File: config.mk
export PLATFORM = sky130hd
export DESIGN_NAME = seg7_display_monitor
export DESIGN_NICKNAME = d
export VERILOG_FILES = /design/src/rtl/seg7_display_monitor.sv
export SDC_FILE = /design/constraint.sdc
export NUM_CORES = 1
export LEC_CHECK = 0
export ABC_AREA = 1
export BUFFER_PORTS_ARGS = -buffer_cell sky130_fd_sc_hd__clkbuf_2
export CAP_MARGIN = 20
export CORE_MARGIN = 2
export CORE_UTILIZATION = 45
export CTS_CLUSTER_SIZE = 14
export DETAILED_ROUTE_END_ITERATION = 12
export PLACE_DENSITY = 0.66
export SLEW_MARGIN = 0
export SYNTH_ARGS = -nofsm -noshare
export SYNTH_HDL_FRONTEND = slang
export SYNTH_SLANG_ARGS = --single-unit
File: constraint.sdc
create_clock -name clk -period 1.64 [get_ports clk]
set_input_delay 0.164 -clock clk [delete_from_list [all_inputs] [get_ports clk]]
set_output_delay 0.164 -clock clk [all_outputs]
set_load 0.02 [all_outputs]
File: src/rtl/seg7_display_monitor.sv
// Seven-segment receive monitor: synchronizes and deglitches a segment bus, decodes it
// to BCD, and measures/validates the digit sequence and the interval between changes.
module seg7_display_monitor #(
  parameter int unsigned STABLE_CYCLES = 4,
  parameter int unsigned CNT_W         = 24
) (
  input  logic             clk,
  input  logic             rst_n,
  input  logic             ena,
  input  logic [6:0]       seg_in,
  output logic [3:0]       digit,
  output logic             digit_valid,
  output logic             change_pulse,
  output logic             seq_err,
  output logic             bad_pattern,
  output logic [CNT_W-1:0] period_out,
  output logic             period_valid,
  output logic             period_sat
);

  localparam logic [3:0]       STAB_MAX = 4'(STABLE_CYCLES);
  localparam logic [CNT_W-1:0] CNT_MAX  = '1;

  logic [6:0]       s1, s2, cand, acc_pat;
  logic [3:0]       stab;
  logic [CNT_W-1:0] period_cnt;
  logic             has_prev;
  logic             chg_q, seq_q, bad_q;
  logic             reach, accept, dec_legal;
  logic [3:0]       dec_digit, next_digit;

  always_comb begin
    dec_legal = 1'b1;
    dec_digit = '0;
    case (s2)
      7'h3F:   dec_digit = 4'd0;
      7'h06:   dec_digit = 4'd1;
      7'h5B:   dec_digit = 4'd2;
      7'h4F:   dec_digit = 4'd3;
      7'h66:   dec_digit = 4'd4;
      7'h6D:   dec_digit = 4'd5;
      7'h7D:   dec_digit = 4'd6;
      7'h07:   dec_digit = 4'd7;
      7'h7F:   dec_digit = 4'd8;
      7'h6F:   dec_digit = 4'd9;
      default: dec_legal = 1'b0;
    endcase
  end

  // The pattern being accepted is always s2: either it equals cand, or with a one-sample
  // threshold it becomes cand and reaches the threshold on the same edge.
  always_comb begin
    reach      = (s2 != cand) ? (STAB_MAX == 4'd1) : (stab == STAB_MAX - 4'd1);
    accept     = ena && reach && (s2 != acc_pat);
    next_digit = (digit == 4'd9) ? 4'd0 : digit + 4'd1;
  end

  always_ff @(posedge clk or negedge rst_n) begin
    if (!rst_n) begin
      s1   <= '0;
      s2   <= '0;
      cand <= '0;
      stab <= '0;
    end else if (ena) begin
      s1 <= seg_in;
      s2 <= s1;
      if (s2 != cand) begin
        cand <= s2;
        stab <= 4'd1;
      end else if (stab != STAB_MAX) begin
        stab <= stab + 4'd1;
      end
    end
  end

  always_ff @(posedge clk or negedge rst_n) begin
    if (!rst_n) begin
      acc_pat      <= '0;
      digit        <= '0;
      digit_valid  <= 1'b0;
      has_prev     <= 1'b0;
      chg_q        <= 1'b0;
      seq_q        <= 1'b0;
      bad_q        <= 1'b0;
      period_cnt   <= '0;
      period_out   <= '0;
      period_valid <= 1'b0;
      period_sat   <= 1'b0;
    end else begin
      chg_q <= 1'b0;
      seq_q <= 1'b0;
      bad_q <= 1'b0;
      if (ena) begin
        if (accept && dec_legal) begin
          period_cnt <= CNT_W'(1);
        end else if (period_cnt != CNT_MAX) begin
          period_cnt <= period_cnt + CNT_W'(1);
        end
      end
      if (accept) begin
        acc_pat <= s2;
        if (dec_legal) begin
          digit       <= dec_digit;
          digit_valid <= 1'b1;
          chg_q       <= 1'b1;
          has_prev    <= 1'b1;
          if (has_prev) begin
            seq_q        <= (dec_digit != next_digit);
            period_out   <= period_cnt;
            period_valid <= 1'b1;
            period_sat   <= (period_cnt == CNT_MAX);
          end
        end else begin
          digit_valid <= 1'b0;
          has_prev    <= 1'b0;
          bad_q       <= (s2 != 7'h00);
        end
      end
    end
  end

  // Gating keeps a pulse registered just before ena drops from showing while disabled.
  assign change_pulse = chg_q & ena;
  assign seq_err      = seq_q & ena;
  assign bad_pattern  = bad_q & ena;

endmodule

**Word level (Yosys, flattened, before mapping)**

Index checks and enable logic that the tools add are counted.

- Add/sub/neg operators: 3
- Equality and inequality tests: 18
- Reductions and logical operators: 12
- Bitwise gates (word level): 3
- Multiplexer cells: 15

Operators with widths:

| operator | count |
|---|---|
| $eq 7x7->1 const B | 7 |
| $mux 24 | 2 |
| $pmux 4 s9 | 1 |
| $add 24x1->24 const B | 1 |
| $eq 24x24->1 const B | 1 |
| $ne 24x24->1 const B | 1 |
| $eq 7x3->1 const B | 2 |
| $ne 7x7->1 | 2 |
| $mux 4 | 3 |
| $reduce_or 10->1 | 1 |
| $mux 1 | 9 |
| $add 4x1->4 const B | 2 |
| $reduce_and 2->1 | 4 |
| $eq 7x6->1 const B | 1 |
| $reduce_bool 7->1 | 1 |
| $eq 4x2->1 const B | 1 |
| $eq 4x4->1 const B | 1 |
| $ne 4x3->1 const B | 1 |
| $ne 4x4->1 | 1 |
| $reduce_bool 2->1 | 2 |
| $and 1x1->1 | 3 |
| $logic_and 1x1->1 | 3 |
| $reduce_and 3->1 | 1 |

- Output and inout port bits: 34
- Bits of input ports: 10
- Word-level logic and storage cells: 65
- Bits in registers: 90

**Logic depth before layout (Yosys ltp)**

- Depth after elaboration: 7
- Depth in mapped cells: 13
- Depth with buffers taken out: 12

**Least setup slack after synthesis**

OpenSTA, ideal clock, no wires.

- Path type: reg-to-reg
- Start: register period_cnt[0]
- End: register period_cnt[9]
- Period minus slack after synthesis: 1.670 ns
- Data arrival time: 1.553 ns
- Setup time: 0.117 ns
- Buffers on the path: 1
- Data required time: 1.523 ns
- Cell stages (with the launch flop): 13
- Path slack: -0.030 ns
- Cell sequence: dfrtp_1 -> ha_1 -> nand2_1 -> inv_1 -> nand2_1 -> nor2_4 -> nand2_1 -> nor2_1 -> nor2_1 -> buf_2 -> nand2_1 -> o21ai_1 -> nor2_1

- Cells in the longest elaborated chain, start to end: 3
- Elaborated cells between the ends (all ways): 6
- Those cells by class: add/sub: 1; eq/ne: 1; mux: 2; reduce/logical: 2

RTL lines:

| element | RTL line | text |
|---|---|---|
| from (decl) | 26 | `logic [CNT_W-1:0] period_cnt;` |
| from (signal assigned) | 97 | `period_cnt <= period_cnt + CNT_W'(1);` |
| $add 24x1->24 or $ne 24x24->1 (tied branches) | 97, 96 |  |
| $mux 24 or $reduce_bool 2->1 (tied branches) | - |  |
| $mux 24 or $reduce_and 2->1 (tied branches) | - |  |

Parallel ways exist; a longest one is shown, timed or not. The select of a mux whose other input is x is not followed.
A chain may end at the register's enable or synchronous reset.

**Final worst setup path**

- Start: register s2[0]
- End: register period_out[10]

- Cells in the longest elaborated chain, start to end: 5
- Elaborated cells between the ends (all ways): 18
- Those cells by class: eq/ne: 12; mux: 2; reduce/logical: 4

RTL lines:

| element | RTL line | text |
|---|---|---|
| from (decl) | 24 | `logic [6:0] s1, s2, cand, acc_pat;` |
| from (signal assigned) | 61 | `s2 <= '0;` |
| from (signal assigned) | 66 | `s2 <= s1;` |
| branches (longest 4 deep; another with $reduce_or 10->1) | - |  |
| $reduce_and 3->1 (no source line) * | - |  |
| to (signal assigned) | 109 | `period_out <= period_cnt;` |
| to (decl) | 16 | `output logic [CNT_W-1:0] period_out,` |

Every way passes the cells marked *.

==> Implementation_results.wiki <==
{| class="wikitable"
! Metric !! Value
|-
| Result of the run || finished with violations
|-
| Failing checks || negative setup slack
|-
| Final number of hold-violating endpoints || 0
|-
| Maximum level of the CTS H-tree || 3
|-
| Required time at the endpoint of the critical path || 1910 ps
|-
| Number of clock buffers inserted by TritonCTS || 9
|-
| Count of buffer and inverter cells on the critical path || 2
|-
| Clock sink count || 90
|-
| Fraction of met2 tracks used by global routing || 31.5%
|-
| Clock root buffer || clkbuf_8
|-
| Dominant delay contributor by cell family on the critical path || simple AND/OR/NAND/NOR gates
|-
| Maximum Capacitance Violations || 0
|-
| Remaining antenna violation count after routing || 0
|-
| Commonest cells after routing, fill and taps aside || nand2_1 (153), dfrtp_1 (84), inv_1 (67), buf_4 (63), nor2_1 (46)
|-
| Initial antenna violation count || 0
|-
| Static Leak || 3.35 nW
|-
| Routability-driven placement congestion ratio || 0.852
|-
| Core Rows || 37
|-
| Type of the tightest min-delay check || in2reg
|-
| Nature of the critical path endpoint || flip-flop
|-
| Actual slew at the worst max-slew pin || 401 ps
|-
| Total wirelength of the detailed-routed design || 11,400 um
|-
| CTS tree || yes
|-
| DRC marker count from the first detailed-route iteration || 261
|-
| Part of the Yosys area used for sequential elements || 47.1%
|-
| Post-synthesis net count || 605
|-
| Net count reported at finish || 726
|-
| I/O pin total || 44
|-
| Synth Instances || 592
|-
| Post-detail-place hpwl || 7690 um
|-
| Maximum fanout along the worst path || 22
|-
| Overflow after GRT || 0
|-
| Worst-case reg-to-reg path depth || 11
|-
| P&R area growth vs syn || 30.3%
|-
| Slowest stage delay, CP || 470 ps
|-
| Worst vdd rail ir drop || 0.480 mV
|-
| Detail-routed via count per cell || 4.89
|-
| Setup violators final || 62
|-
| WL per Instance || 13.4 um
|-
| Y dimension of the die || 107 um
|-
| Number of distinct standard cells referenced by the synthesized netlist || 37
|-
| Max-slew violations || 0
|-
| Remaining DRCs || 0
|-
| Clock latency at the later pin of the worst-skew pair || 370 ps
|-
| Overall global routing resource usage || 20.3%
|-
| Post-synthesis register bit count || 90
|-
| CORE AREA || 0.0103 mm2
|-
| Clock-pin slew on the worst setup and hold paths || 90 ps
|-
| Highest Clock Rate || 563 MHz
|-
| GR Util met3 || 3.28%
|-
| Count of non-filler cells in the finished layout || 853
|-
| PnR Total Power || 0.00494 W
|-
| X dimension of the die || 107 um
|-
| Most common library cell in the layout ignoring fill and taps || nand2_1
|-
| Warnings from Yosys || 0
|-
| N_diodes || 0
|-
| Fraction of layout cells with a size suffix above 1 || 34.2%
|-
| Unrepaired setup endpoints after global routing || true
|-
| Total power divided by cell area || 792 mW/mm2
|-
| Placed inst area || 0.00552 mm2
|-
| Slowest library cell on the worst path || dfrtp_2
|-
| Met1 Resource Use GR || 28.9%
|-
| Kind of critical path || reg2reg
|-
| Post-layout instance area || 0.00623 mm2
|-
| Global routing's busiest layer || met2
|-
| Total via count after detailed routing || 4,168
|-
| Count of cells along the worst hold path || 4
|-
| Via count of the first global-routing pass || 3,917
|-
| Setup slack after layout || -136 ps
|-
| Post-synthesis cell area || 0.00478 mm2
|-
| Fin crit period || 1780 ps
|-
| Max clock buf depth || 2
|-
| Starting density of the core || 46.3%
|-
| Total number of cells along the worst setup path || 11
|-
| Setup Skew || 8.92 ps
|-
| Startpoint type of the worst setup path || flip-flop
|-
| Worst path most repeated cell || nand2_1
|-
| Sum of negative setup slack || -6340 ps
|-
| Number of I/O port buffers || 43
|-
| Critical-path cell list || clkinv_2, nand2_1, nand2_1, nand2_2, nor2_4, nand3_4, nor2_8, nand3_4, buf_12, nand2_1, o21ai_2
|-
| Relative slew slack || 73.1%
|-
| Global-route wire length before repair || 18,400 um
|-
| Arrival time at the worst endpoint || 2040 ps
|-
| Average footprint of a synthesized cell || 8.08 um2
|-
| Maximum number of pins on one net before global-route repair || 35
|-
| Area enclosed by the die boundary || 0.0115 mm2
|-
| Drt pass-1 iters || 5
|-
| Final Cycle Share || 108%
|-
| Pre-CTS WS || -126 ps
|-
| Cell count after placement || 814
|}
## layer usage
layer	vias to the layer above	routed length, um
li1	2095	-
met1	1983	5440
met2	74	5260
met3	16	497
met4	0	189
met5	-	0
## final timing paths
| path | slack, ps | startpoint | endpoint |
|---|---|---|---|
| worst min-delay path | 220 | ena | s1[2] |
| worst max register to register | -140 | s2[0] | period_out[10] |
| worst max-delay path | -140 | s2[0] | period_out[10] |
| min in group asynchronous | 260 | rst_n | s2[0] |
| worst min register to register | 480 | s1[3] | s1[3] |
| max in group asynchronous | 800 | rst_n | period_out[20] |
## cells in the mapped netlist, drive strengths merged
master,number,area share (%)
inv,75,5.9
o21ai,60,8.1
nand3b,1,0.16
dfrtp,90,47
o22ai,1,0.13
xnor2,6,1.3
nand3,41,4.8
nor3,11,1.5
o211ai,1,0.16
nor4,2,0.26
nand4,9,1.2
clkbuf,2,0.16
buf,18,3.6
nand2,189,15
ha,3,0.78
xor2,9,1.6
and2,1,0.18
o31ai,1,0.16
nor2,62,6.6
clkinv,6,0.50
a21oi,3,0.47
o21a,1,0.16
## per-stage QoR
stage               hold WS (ps)  utilization (%)
global placement             105             53.5
global route                 259             60.4
CTS                          204             57.3
detailed placement           111             53.5
floorplan                   -132                -
finish                       221             60.4
## state kept, by name, summed over array words and instances (netlist names), 4 cells and up
name,flops
period_cnt,24
period_out,24
acc_pat,7
cand,7
s1,7
s2,7
digit,4
stab,4
## cells by family (layout without fill, tap and decap cells)
| family | count (synthesis) | in the layout | share of synthesized area, % |
|---|---|---|---|
| compound gates | 67 | 67 | 9.15 |
| xor+xnor | 15 | 15 | 2.90 |
| fa+ha+maj | 3 | 3 | 0.785 |
| buf+inv | 101 | 226 | 10.1 |
| flops | 90 | 90 | 47.1 |
| simple gates | 316 | 316 | 30.0 |
## power by group
part	total, W	switching, W	leakage [nW]	internal [W]
sequential	0.00245	0.000111	1.11	0.00234
combinational	0.000867	0.000481	2.14	0.000385
clock	0.00162	0.000772	0.100	0.000851
## final cells by class
cell class              count  area (um2)
repair buffers            129        1010
multi-input cells         401        2270
inverters                  81         320
clock inverters             3        65.1
flip-flops and latches     90        2260
clock buffers              12         135
fillers                   888        4090
repair inverters            1        8.76
well taps                 136         170
## worst reg2reg max path: cells and delay by family (launching register included)
family | cells | cell delay [ps]
simple gates | 8 | 850
buf+inv | 2 | 310
compound gates | 1 | 50
flops | 1 | 470
## repair_timing
action                                  CTS  global route
hold endpoints to repair                 32             0
endpoints found under the setup margin   62            70
resized for setup                        25            59
setup buffers                             4             8
hold buffers                              8             0
cloned                                    1             3
pin swaps                                 3            14
Note: power is estimated with default switching activity, not from simulation.
